<file path="src/rtl/wordcopy_engine.sv">
// Word-copy mini-DMA: Avalon-MM slave for control, Avalon-MM master to SDRAM.
// Optional non-stalling status register at slave address 4 under `WORDCOPY_STATUS_EN.
module wordcopy_engine (
  input  logic        clock,
  input  logic        reset,
  output logic        slave_waitrequest,
  input  logic [3:0]  slave_address,
  input  logic        slave_read,
  output logic [31:0] slave_readdata,
  input  logic        slave_write,
  input  logic [31:0] slave_writedata,
  input  logic        master_waitrequest,
  output logic [31:0] master_address,
  output logic        master_read,
  input  logic [31:0] master_readdata,
  input  logic        master_readdatavalid,
  output logic        master_write,
  output logic [31:0] master_writedata
);

  typedef enum logic [3:0] {
    IDLE    = 4'd1,
    RD_REQ  = 4'd2,
    RD_WAIT = 4'd3,
    WR_REQ  = 4'd4,
    WR_HOLD = 4'd5,
    DONE    = 4'd6
  } state_t;

  state_t      state, state_nxt;
  logic [31:0] dst_addr, src_addr, num_words;
  logic [31:0] word_idx, idx_nxt;
  logic [31:0] offset, off_nxt;
  logic [31:0] word_q, word_nxt;
  logic        busy, last_word, cfg_we;

  assign busy      = (state == RD_REQ) || (state == RD_WAIT) ||
                     (state == WR_REQ) || (state == WR_HOLD);
  assign last_word = (word_idx == num_words - 32'd1);
  assign cfg_we    = (state == IDLE) && slave_write;

`ifdef WORDCOPY_STATUS_EN
  logic status_rd;
  assign status_rd         = slave_read && (slave_address == 4'd4);
  assign slave_waitrequest = busy && !status_rd;
`else
  assign slave_waitrequest = busy;
`endif

  always_comb begin
    slave_readdata = '0;
    if (slave_read) begin
      case (slave_address)
        4'd1: slave_readdata = dst_addr;
        4'd2: slave_readdata = src_addr;
        4'd3: slave_readdata = num_words;
`ifdef WORDCOPY_STATUS_EN
        4'd4: slave_readdata = {31'b0, busy};
`endif
        default: slave_readdata = '0;
      endcase
    end
  end

  always_comb begin
    state_nxt = state;
    idx_nxt   = word_idx;
    off_nxt   = offset;
    word_nxt  = word_q;
    case (state)
      IDLE: begin
        if (slave_write && (slave_address == 4'd0)) begin
          idx_nxt   = '0;
          off_nxt   = '0;
          state_nxt = (num_words == '0) ? DONE : RD_REQ;
        end
      end
      RD_REQ:  if (!master_waitrequest) state_nxt = RD_WAIT;
      RD_WAIT: begin
        if (master_readdatavalid) begin
          word_nxt  = master_readdata;
          state_nxt = WR_REQ;
        end
      end
      WR_REQ:  if (!master_waitrequest) state_nxt = WR_HOLD;
      WR_HOLD: begin
        // Second accepted write of the same word ends the word.
        if (!master_waitrequest) begin
          if (last_word) begin
            idx_nxt   = '0;
            off_nxt   = '0;
            state_nxt = DONE;
          end else begin
            idx_nxt   = word_idx + 32'd1;
            off_nxt   = offset + 32'd4;
            state_nxt = RD_REQ;
          end
        end
      end
      DONE:    state_nxt = IDLE;
      default: state_nxt = IDLE;
    endcase
  end

  // Master outputs are registered from the next state so they line up with it.
  always_ff @(posedge clock) begin
    if (reset) begin
      state            <= IDLE;
      dst_addr         <= '0;
      src_addr         <= '0;
      num_words        <= '0;
      word_idx         <= '0;
      offset           <= '0;
      word_q           <= '0;
      master_read      <= 1'b0;
      master_write     <= 1'b0;
      master_address   <= '0;
      master_writedata <= '0;
    end else begin
      state        <= state_nxt;
      word_idx     <= idx_nxt;
      offset       <= off_nxt;
      word_q       <= word_nxt;
      master_read  <= (state_nxt == RD_REQ);
      master_write <= (state_nxt == WR_REQ) || (state_nxt == WR_HOLD);
      if (state_nxt == RD_REQ) begin
        master_address <= src_addr + off_nxt;
      end else if ((state_nxt == WR_REQ) || (state_nxt == WR_HOLD)) begin
        master_address   <= dst_addr + off_nxt;
        master_writedata <= word_nxt;
      end
      if (cfg_we) begin
        case (slave_address)
          4'd1:    dst_addr  <= slave_writedata;
          4'd2:    src_addr  <= slave_writedata;
          4'd3:    num_words <= slave_writedata;
          default: ;
        endcase
      end
    end
  end

endmodule

</file>
<file path="config.mk">
export PLATFORM = sky130hd
export DESIGN_NAME = wordcopy_engine
export DESIGN_NICKNAME = d
export VERILOG_FILES = /design/src/rtl/wordcopy_engine.sv
export SDC_FILE = /design/constraint.sdc
export NUM_CORES = 1
export LEC_CHECK = 0
export BUFFER_PORTS_ARGS = -buffer_cell sky130_fd_sc_hd__buf_2
export CAP_MARGIN = 20
export CORE_UTILIZATION = 59
export DETAILED_ROUTE_END_ITERATION = 7
export PLACE_DENSITY = 0.81
export SYNTH_ARGS = -nofsm -noshare
export SYNTH_HDL_FRONTEND = slang
export SYNTH_SLANG_ARGS = --single-unit
</file>
<file path="constraint.sdc">
create_clock -name clock -period 7.64 [get_ports clock]
set_clock_uncertainty 0.2 [all_clocks]
set_input_delay 0.382 -clock clock [delete_from_list [all_inputs] [get_ports clock]]
set_output_delay 0.382 -clock clock [all_outputs]
set_load 0.02 [all_outputs]
</file>
==> Yosys cells after proc, flatten, opt, wreduce, memory -nomap -nowiden <==
Index checks and enable logic that the tools add are counted.
{ "totals": {"input_bits": 74, "ff_bits": 262, "wordCells": 68, "output_inout_bits": 99} }
{ "classes": {"addsub": 5, "n_eq_ne": 14, "bitwise_logic": 1, "n_mux": 22, "reduce_logical": 15} }
{ "op_table": {"columns": ["cell", "n"], "rows": [
  ["2-to-1 mux 32 bit", 11],
  ["case mux 32 bit (2 select lines)", 2],
  ["case mux 32 bit (3 select lines)", 1],
  ["adder 32 bit", 2],
  ["adder 32 x 1 -> 32 bit (second input constant)", 1],
  ["adder 32 x 3 -> 32 bit (second input constant)", 1],
  ["== test 32 bit", 1],
  ["zero test 32 bit", 1],
  ["subtractor 32 x 1 -> 32 bit (second input constant)", 1],
  ["== test 4 x 2 -> 1 bit (second input constant)", 5],
  ["2-to-1 mux 4 bit", 5],
  ["case mux 4 bit (5 select lines)", 1],
  ["== test 4 x 3 -> 1 bit (second input constant)", 4],
  ["== test 4 x 1 -> 1 bit (second input constant)", 2],
  ["AND reduction 2 bit", 4],
  ["2-to-1 mux 3 bit", 2],
  ["zero test 4 bit", 1],
  ["logical OR 1 bit", 4],
  ["nonzero test 2 bit", 2],
  ["AND reduction 3 bit", 1],
  ["logical AND 1 bit", 2],
  ["!= test 2 x 1 -> 1 bit (second input constant)", 1],
  ["!= test 2 bit (second input constant)", 1],
  ["inverter 1 bit", 1]
]} }

==> Longest topological paths before layout <==
{ "logic_depth": {"word_depth": 9, "mapped_depth": 28} }

==> Worst setup path after synthesis <==
No wires, ideal clock.
{ "synth_path": {"path_kind": "register to register", "start": "reg num_words[7]", "end": "reg master_address[31]", "arrival_ns": 5.691, "t_required_ns": 7.361, "slack_ns": 1.669, "stages_incl_launch_ff": 28, "period_less_slack_ns": 5.971, "setup_ns": 0.079, "path_cell_list": "dfxtp_1 > buf_6 > or4_4 > or4_1 > buf_2 > or4_4 > a211o_1 > a2bb2oi_2 > and4_1 > a21o_1 > buf_2 > buf_2 > buf_2 > a31oi_1 > o21ai_0 > nand2_1 > ha_1 > a21oi_1 > o21ai_0 > a221oi_1 > nand2_1 > a21oi_1 > o21ai_0 > a31oi_1 > o21ai_0 > a21oi_1 > xnor3_1 > a211oi_2"} }
{ "synth_between": {"elab_chain_len": 8} }
{ "synth_lines": {"columns": ["element", "line", "rtl"], "rows": [
  ["start: declaration", "31", "logic [31:0] dst_addr, src_addr, num_words;"],
  ["start signal: assignment", "136", "4'd3: num_words <= slave_writedata;"],
  ["subtractor 32 x 1 -> 32 bit *", "39", "assign last_word = (word_idx == num_words - 32'd1);"],
  ["== test 32 bit *", "39", null],
  ["2-to-1 mux 32 bit *", "89", "if (last_word) begin"],
  ["2-to-1 mux 32 bit *", "88", "if (!master_waitrequest) begin"],
  ["case mux 32 bit (2 select lines) *", "70", "case (state)"],
  ["via off_nxt[12]", "33", "logic [31:0] offset, off_nxt;"],
  ["adder 32 bit", "129", "master_address <= dst_addr + off_nxt;"],
  ["2-to-1 mux 32 bit", "128", "end else if ((state_nxt == WR_REQ) || (state_nxt == WR_HOLD)) begin"],
  ["2-to-1 mux 32 bit *", "126", "if (state_nxt == RD_REQ) begin"],
  ["end signal: assignment", "127", "master_address <= src_addr + off_nxt;"],
  ["end signal: assignment", "129", null],
  ["end: declaration", "13", "output logic [31:0] master_address,"]
]} }
Mark *: on every way through the listed nets, which the timed path passes. The rest lies on a longest branch. The select of a mux whose other input is x is not followed.
A chain may end at the register's enable or synchronous reset.

==> Final worst setup path <==
{ "layout_path": {"start": "reg num_words[7]", "end": "reg master_address[28]"} }
Same word-level chain as after synthesis.

==> results.py <==
metrics = {
    "global_route": {
        "grt_usage": 0.3378,
        "grt_max_degree": 108,
        "grt_pass1_wl_mm": 66.81,
        "grt_pass1_vias": 13071,
        "grt-ovfl-total": 0,
        "antenna_found_initial": 0,
    },
    "synthesis": {
        "async_flop_share": 0,
        "yosysTopAreaCell": "dfxtp_1",
        "syn_avg_cell_area_sq_um": 7.834,
        "synth_seq_cells": 262,
        "yosysSeqAreaShare": 0.3717,
        "synthFlopType": "dfxtp_1",
        "netlist_area_sq_um": 14110,
        "synth_warnings": 0,
        "synth-edff-count": 0,
        "synth_nets": 1910,
        "synth_area_leaders": "dfxtp_1 (37%), nand2_1 (8.7%), a21oi_1 (6.8%)",
        "synth_top_area_frac": 0.3717,
        "synthCells": 1801,
        "synthTopCellsByCount": "nand2_1 (327), dfxtp_1 (262), a21oi_1 (191)",
        "synth.distinct_cells": 71,
        "yosysMostFrequentCell": "nand2_1",
    },
    "place": {
        "place.gp.congestion": 0.8883,
        "hpwl_mm": 27.32,
        "io_buffers": 172,
        "place_area_sq_um": 15090,
    },
    "timing": {
        "worst_slew_pin_slew_ns": 1.094,
        "hold_viol_final": 0,
        "fmax_mhz": 146.3,
        "slew_violations": 0,
        "finalSetupViolations": 0,
        "max_slew_margin": 0.2704,
        "post-route-period-util": 0.8948,
        "rsz0062_at_grt": "no",
        "tns_ns": 0,
        "period_needed_ns": 6.836,
    },
    "floorplan": {
        "placementRows": 56,
        "dieArea_sq_um": 24540,
        "die_h_microns": 156.6,
        "io_pins": 173,
        "coreArea_sq_um": 23470,
        "die-width_microns": 156.6,
        "start_util": 0.6011,
    },
    "drt": {
        "wl_mm": 42.10,
        "avgRoutedWirePerCell_microns": 18.25,
        "drc": 0,
        "dr.pass1.iters": 6,
        "viasPerCell": 6.052,
        "vias": 13961,
        "ant_nets": 0,
        "drtIter0Drc": 1319,
    },
    "setup_path": {
        "worstPathRequired_ns": 7.90,
        "cp-start-kind": "flip-flop",
        "crit_type": "reg -> reg",
        "worst_setup_path_end_kind": "flip-flop",
        "critPathArrivalTime_ns": 7.09,
        "cp_max_fo": 23,
    },
    "power": {
        "p_per_area_nw_per_um2": 177.1,
        "p_int_mw": 2.290,
        "p_comb_frac": 0.056,
        "p_seq_frac": 0.465,
        "p_total_mw": 2.962,
        "ir_worst_vdd_v": 0.0001869,
        "clkPwrFrac": 0.479,
        "power_switching_share": 0.2269,
        "power_leakage_nw": 6.510,
        "p_sw_mw": 0.6721,
    },
    "cts": {
        "cts.sinks": 262,
        "tritoncts": "yes",
        "cts-root-buf": "clkbuf_16",
        "cts-resized-gates": 0,
        "clock_path_buffers": 3,
        "clk_latency_ns": 0.55,
        "htree_levels": 1,
        "path_clk_slew_ns": 0.06,
        "cts_buffers": 28,
    },
    "min_path": {
        "hp-class": "in -> reg",
    },
    "layout": {
        "area_growth_pct": 18.54,
        "n_fill_cell": 1803,
        "design_area_sq_um": 16730,
        "nets": 2077,
        "drive_above_1_share": 0.1645,
        "antennaDiodeCount": 0,
    },
    "flow_run": {
        "drv_cap": 0,
    },
    "outcome": {
        "outcome": "finished, final reports clean",
    },
}
[through the flow]
step / utilization / setup WS [ns] / hold WS [ns] / instances
3_3_place_gp: 0.6430 / 1.112 / 0.2374 / 2192
4_1_cts: 0.7114 / 0.9285 / 0.03715 / 2306
5_1_grt: 0.7126 / 0.1845 / 0.06085 / 2307
6_report: 0.7126 / 0.8036 / 0.04138 / 2307
3_5_place_dp: 0.6430 / 0.9441 / 0.2432 / 2192
2_1_floorplan: - / 1.669 / 0.2434 / 1801
[cell families (layout without fill, tap and decap cells)]
kind of cell,count (synthesis),in the layout,synth area share
compound gates,429,429,0.1833
xor+xnor,69,69,0.04381
fa+ha+maj,35,35,0.03157
buf+inv,138,325,0.03831
flops,262,262,0.3717
mux,99,99,0.07591
other cells,1,1,0.0002658
simple gates,768,768,0.2551
[final cells by class]
class / instances / area [sq um] / area share
Clock buffer: 39 / 823.3 / 0.04922
Clock inverter: 11 / 142.6 / 0.008528
Inverter: 16 / 60.06 / 0.003591
Multi-Input combinational cell: 1401 / 8356 / 0.4996
Sequential cell: 262 / 5245 / 0.3136
Tap cell: 319 / 399.1 / 0.02386
Timing Repair Buffer: 259 / 1700 / 0.1017
[power groups by stage]
| stage | registers (mW) | logic [mW] | clock network, mW |
|---|---|---|---|
| 2_1_floorplan | 1.41 | 0.0830 | 0 |
| 3_3_place_gp | 1.41 | 0.133 | 0 |
| 3_5_place_dp | 1.41 | 0.134 | 0 |
| 4_1_cts | 1.38 | 0.160 | 1.42 |
| 5_1_grt | 1.38 | 0.177 | 1.47 |
| 6_report | 1.38 | 0.167 | 1.42 |
[cells in the final DEF (no fill, tap or decap), types with 5 or more instances in the layout]
cell type	synthesis	routed
o31ai_1	15	15
clkbuf_8	0	6
a21o_1	16	16
or4_1	10	10
nand2b_1	17	17
mux2_2	64	64
xnor2_1	47	47
dlygate4sd3_1	0	64
ha_1	34	34
xor2_1	21	21
nand3b_1	22	22
o21ai_0	80	80
buf_2	12	171
a31oi_1	8	8
inv_1	16	16
or3_1	16	16
o41ai_1	6	6
dfxtp_1	262	262
nor3_1	29	29
clkinvlp_4	0	5
mux2i_1	35	35
or2_2	6	6
o21a_1	5	5
o211ai_1	5	5
and3_1	23	23
buf_4	0	22
a21oi_1	191	190
nor4_1	19	19
a22oi_1	34	34
nor2b_1	53	52
nand2_1	327	327
nor3b_1	8	7
nand3_1	38	38
a211oi_1	36	36
and2_1	8	8
nand4_1	11	11
nor2_1	165	163
clkbuf_16	0	29
[layer usage]
| metal | vias up | part of all wire | track usage |
|---|---|---|---|
| met1 | 6572 | 0.43 | 0.4386 |
| met3 | 104 | 0.074 | 0.04985 |
| met4 | 0 | 0.032 | 0.1186 |
| li1 | 6646 | - | - |
| met2 | 639 | 0.47 | 0.5697 |
| met5 | - | 0 | 0 |
[sequential cells by signal, indices dropped and copies added (netlist names)]
signal / flops
master_address: 32
dst_addr: 32
num_words: 32
state: 4
offset: 32
word_q: 32
master_read: 1
master_write: 1
word_idx: 32
src_addr: 32
master_writedata: 32
[path summary, 6_finish.rpt]
kind | start | end | slack, ns | cells after the start
setup / recovery | num_words[7] | master_address[28] | 0.80 | 21
hold / removal | reset | offset[6] | 0.04 | 2
setup reg to reg | num_words[7] | master_address[28] | 0.80 | 21
hold reg to reg | master_address[27] | master_address[27] | 0.25 | 2
[worst max-delay path, cell delays in order (launching register included)]
cell and delay (ns):
dfxtp_1 0.40, or4_4 0.60, or4_1 0.59, or4_4 0.54, a211o_1 0.31, a2bb2oi_2 0.14, and4_1 0.19, a21o_1 0.55
o21ai_0 0.20, nand2_1 0.11, o31ai_1 0.09, ha_1 0.42, a2111oi_0 0.64, o211ai_1 0.35, nand3_1 0.23, a21oi_1 0.09
nor2_1 0.18, o21ai_0 0.21, a21o_1 0.24, a21oi_1 0.17, xor2_1 0.08, o31ai_1 0.20
[timing repair]
item | in CTS | in global routing
hold buffers | 64 | 0
endpoints found under the hold margin | 128 | 0
setup buffers | 0 | 0
setup endpoints to repair | 0 | 0
Power figures use the tool's default switching activity.
